==> src/rtl/if_stage.sv <==
// Instruction-fetch stage: owns the program counter, drives the instruction-memory
// address and captures the fetched word into the IF/ID pipeline register.
module if_stage #(
    parameter logic [31:0] RESET_PC  = 32'h0000_0000,
    parameter logic [31:0] NOP_INSTR = 32'h0000_0000
) (
    input  logic        clk,
    input  logic        rst,
    input  logic        stall,
    input  logic        redirect,
    input  logic [31:0] redirect_pc,
    output logic [31:0] imem_addr,
    input  logic [31:0] imem_data,
    output logic [31:0] if_id_instr,
    output logic [31:0] if_id_pc,
    output logic [31:0] if_id_pc4,
    output logic        if_id_valid,
    output logic [31:0] pc
);

    typedef enum logic [1:0] {
        MODE_RESET,
        MODE_FLUSH,
        MODE_HOLD,
        MODE_ADVANCE
    } mode_t;

    // Sequential PC increment; wraps modulo 2^32 with no carry out.
    function automatic logic [31:0] pc_add4(input logic [31:0] a);
        return a + 32'd4;
    endfunction

    // Instructions are word aligned, so the two low address bits are forced to zero.
    function automatic logic [31:0] word_align(input logic [31:0] a);
        return a & 32'hFFFF_FFFC;
    endfunction

    mode_t       mode;
    logic [31:0] pc_p0;
    logic [31:0] pc4_p0;
    logic [31:0] target_p0;

    logic [31:0] instr_p1;
    logic [31:0] pc_p1;
    logic [31:0] pc4_p1;
    logic        vld_p1;

    assign pc4_p0    = pc_add4(pc_p0);
    assign target_p0 = word_align(redirect_pc);
    assign imem_addr = pc_p0;
    assign pc        = pc_p0;

    // Redirect outranks stall so a wrong-path fetch is squashed even while decode is held.
    always_comb begin
        mode = MODE_ADVANCE;
        if (rst) begin
            mode = MODE_RESET;
        end else if (redirect) begin
            mode = MODE_FLUSH;
        end else if (stall) begin
            mode = MODE_HOLD;
        end
    end

    // ---- p0 -> p1: PC update and IF/ID capture ----
    always_ff @(posedge clk) begin
        case (mode)
            MODE_RESET: begin
                pc_p0    <= word_align(RESET_PC);
                instr_p1 <= NOP_INSTR;
                pc_p1    <= 32'd0;
                pc4_p1   <= 32'd0;
                vld_p1   <= 1'b0;
            end
            MODE_FLUSH: begin
                pc_p0    <= target_p0;
                instr_p1 <= NOP_INSTR;
                vld_p1   <= 1'b0;
            end
            MODE_HOLD: begin
                pc_p0    <= pc_p0;
                instr_p1 <= instr_p1;
                pc_p1    <= pc_p1;
                pc4_p1   <= pc4_p1;
                vld_p1   <= vld_p1;
            end
            default: begin
                pc_p0    <= pc4_p0;
                instr_p1 <= imem_data;
                pc_p1    <= pc_p0;
                pc4_p1   <= pc4_p0;
                vld_p1   <= 1'b1;
            end
        endcase
    end

    assign if_id_instr = instr_p1;
    assign if_id_pc    = pc_p1;
    assign if_id_pc4   = pc4_p1;
    assign if_id_valid = vld_p1;

endmodule

==> config.mk <==
export PLATFORM = sky130hd
export DESIGN_NAME = if_stage
export DESIGN_NICKNAME = d
export VERILOG_FILES = /design/src/rtl/if_stage.sv
export SDC_FILE = /design/constraint.sdc
export NUM_CORES = 1
export LEC_CHECK = 0
export BUFFER_PORTS_ARGS = -buffer_cell sky130_fd_sc_hd__clkbuf_2
export CORE_MARGIN = 4
export CORE_UTILIZATION = 40
export DETAILED_ROUTE_END_ITERATION = 10
export MAX_ROUTING_LAYER = met4
export PLACE_DENSITY = 0.8
export SETUP_SLACK_MARGIN = 0.15
export SKIP_CTS_REPAIR_TIMING = 1
export SYNTH_ARGS = -nofsm -noshare
export SYNTH_HDL_FRONTEND = slang
export SYNTH_SLANG_ARGS = --single-unit
==> constraint.sdc <==
create_clock -name clk -period 4.7 [get_ports clk]
set_input_delay 0.705 -clock clk [delete_from_list [all_inputs] [get_ports clk]]
set_output_delay 0.705 -clock clk [all_outputs]
set_load 0.05 [all_outputs]
==> metrics <==
status finished, final reports clean; Setup crit start kind flop; Async S/R FF share, synth 0; Hold Slack 566.4 ps; RePlAce Congestion 0.7997; Pwr per Cell Area 467.6 nW/um2; Port-buffer cells 218; dpl hpwl 9856 um; number of synthesized flops with an enable pin 123; pin count of the biggest net entering global routing 91; register area 3694 um2; vias per cell 5.048; total track usage 0.1831; Setup WS pre-CTS 1742 ps; Rows 43; Worst Path Max Fanout 13; fin cells 818; largest area contributor in the netlist edfxtp_1; Core ar. 13,830 um2; Slew Limit Fails 0; Synth-to-Final Area Change 28.18%; area of the multi-input gates 1558 um2; static leakage 3.050 nW; R2R Path Start imem_addr[6]$_DFFE_PP_; CTS tree done; Worst Hold Class in -> reg; Post-Synthesis Cells 439; Slowest cell on crit path or4_4; initial core utilization 0.4059; largest stage delay on the critical path 800 ps; Peak Freq 340.2 MHz; fraction of final layout cells sized beyond drive strength 1 0.4060; synth top area cells edfxtp_1, buf_4, nor2_1; final setup fails 0; CTS H-tree lvls 4; final hold violations 0; Reg2Reg Depth 4; Clk Latency, worst-skew pair 410 ps; Worst Setup End Kind flop; Mapped Avg Cell Area 12.79 um2; Routed WL 14,070 um; setup TNS 0 ps; TritonCTS Buffers 17; CP required 4910 ps; die span in y 126.5 um; drt wl/cell 17.20 um; detailed-route via count 4,129; drt drc 0; Pre-Repair DR Iteration Count 5; crit path cell chain nand4_1 -> or4_4 -> or4_4 -> a311oi_1; I/O pin count 229; synth warn 0; Synth Register Bits 123; final worst setup slack 1761 ps; ANT cells 0; Max-Cap Viols 0; Clock Skews 7.488 ps; 1st-iter DRT viols 267; Hold Crit Depth 2; Worst Min Path Start imem_data[24]; VDD IR max 0.0002395 V; vias in the first global route 4,130; Synth top area share 0.6580; Mapped Area 5613 um2; Slew headroom 0.2312; clk buf depth 2; Main synth FF type edfxtp_1; filler cell count 1,203; most used cell, CP or4_4; Worst Tran Pin Value 1150 ps; top cells by count, synth edfxtp_1, nor2_1, buf_4, and2_1, nor2b_1; Horiz. Die Dim 126.5 um; fin crit share 0.6254; Crit path arrival time 3150 ps; crit path time final 2939 ps; Min-Delay Endpoint if_id_instr[24]$_SDFFCE_PN0P_; sequential fraction of the synthesis area 0.6580; RR Endpoint imem_addr[29]$_DFFE_PP_; post-route ant nets 0; first-pass GRT wire length 21,950 um; worst reg-to-reg setup slack 1760 ps; GRT overflow 0; die area 15,990 um2; Crit Path Category reg -> reg; count of cell types in the netlist 39; fin nets 694; RSZ-0062 raised after global routing false; post-placement cell count 786; Worst-path clk slew 60 ps; CTS Sinks 123; top-count cell post-synth edfxtp_1; initial antenna violation count 0; clk root buf clkbuf_16
-- sequential cells by signal, summed over array words and instances, names as in the netlist --
name / cells
if_id_valid: 1
if_id_instr: 32
if_id_pc4: 30
imem_addr: 30
if_id_pc: 30
-- through the flow --
step                power, mW    util  instance area, um2
CTS                     3.390  0.5203                7194
detailed placement      2.097  0.4782                6613
finish                  3.364  0.5203                7194
floorplan               1.956       -                5639
global route            3.492  0.5203                7194
global placement        2.086  0.4782                6613
-- worst max-delay path by stage --
stage	from	endpoint	slack [ps]	cells after the start
after floorplan	redirect	if_id_pc4[10]$_SDFFCE_PN0N_	490	2
after global placement	imem_addr[6]$_DFFE_PP_	imem_addr[29]$_DFFE_PP_	1930	4
after detailed placement	imem_addr[6]$_DFFE_PP_	imem_addr[29]$_DFFE_PP_	1740	4
after CTS	imem_addr[6]$_DFFE_PP_	imem_addr[29]$_DFFE_PP_	1730	4
after global routing	imem_addr[6]$_DFFE_PP_	imem_addr[29]$_DFFE_PP_	1540	4
final	imem_addr[6]$_DFFE_PP_	imem_addr[29]$_DFFE_PP_	1760	4
-- layout make-up --
type | instances | area share
Sequential cell | 123 | 0.5134
Multi-Input combinational cell | 257 | 0.2165
Timing Repair Buffer | 222 | 0.1558
Clock buffer | 17 | 0.05913
Tap cell | 180 | 0.03130
Clock inverter | 15 | 0.02174
Inverter | 4 | 0.002087
-- power by group --
group          total [mW]  internal, mW  switching, mW
Combinational       0.682         0.135          0.547
Clock                1.29         0.821          0.473
Sequential           1.39          1.32         0.0720
Total                3.36          2.27           1.09
-- critical path, delay by kind of cell (launching register included) --
kind / cells / cell delay [ps]
AOI/OAI and AO/OA: 1 / 330
DFF: 1 / 510
and+or+nand+nor: 3 / 1900
-- kinds of logic after synthesis --
| group | after synthesis | share of synthesized area |
|---|---|---|
| AND/OR/NAND/NOR | 175 | 0.1723 |
| XOR/XNOR | 14 | 0.02184 |
| flip-flops | 123 | 0.6580 |
| multiplexers | 3 | 0.005796 |
| other | 1 | 0.0006681 |
| buffers and inverters | 66 | 0.07155 |
| AO/OA/AOI/OAI | 56 | 0.06754 |
| adder cells (fa/ha/maj) | 1 | 0.002229 |
-- placed cells by master, fill, tap and decap left out, drive strengths merged, types with 8 or more instances in the layout --
cell | netlist | layout
clkbuf | 19 | 234
edfxtp | 123 | 123
nor2 | 57 | 57
and2 | 32 | 32
nor2b | 28 | 28
a21oi | 14 | 14
a311oi | 14 | 14
a211oi | 13 | 13
nand4 | 11 | 11
o21ai | 10 | 10
xnor2 | 10 | 10
nand2 | 9 | 9
clkinv | 0 | 9
conb | 1 | 8
-- layer usage --
layer	vias to the layer above	wire length [um]	GRT usage
met2	187	6936	0.2939
met4	0	289	0.06372
li1	1948	-	-
met3	19	1001	0.05726
met1	1975	5839	0.2196
met5	-	0	-
Note: power is estimated with default switching activity, not from simulation.
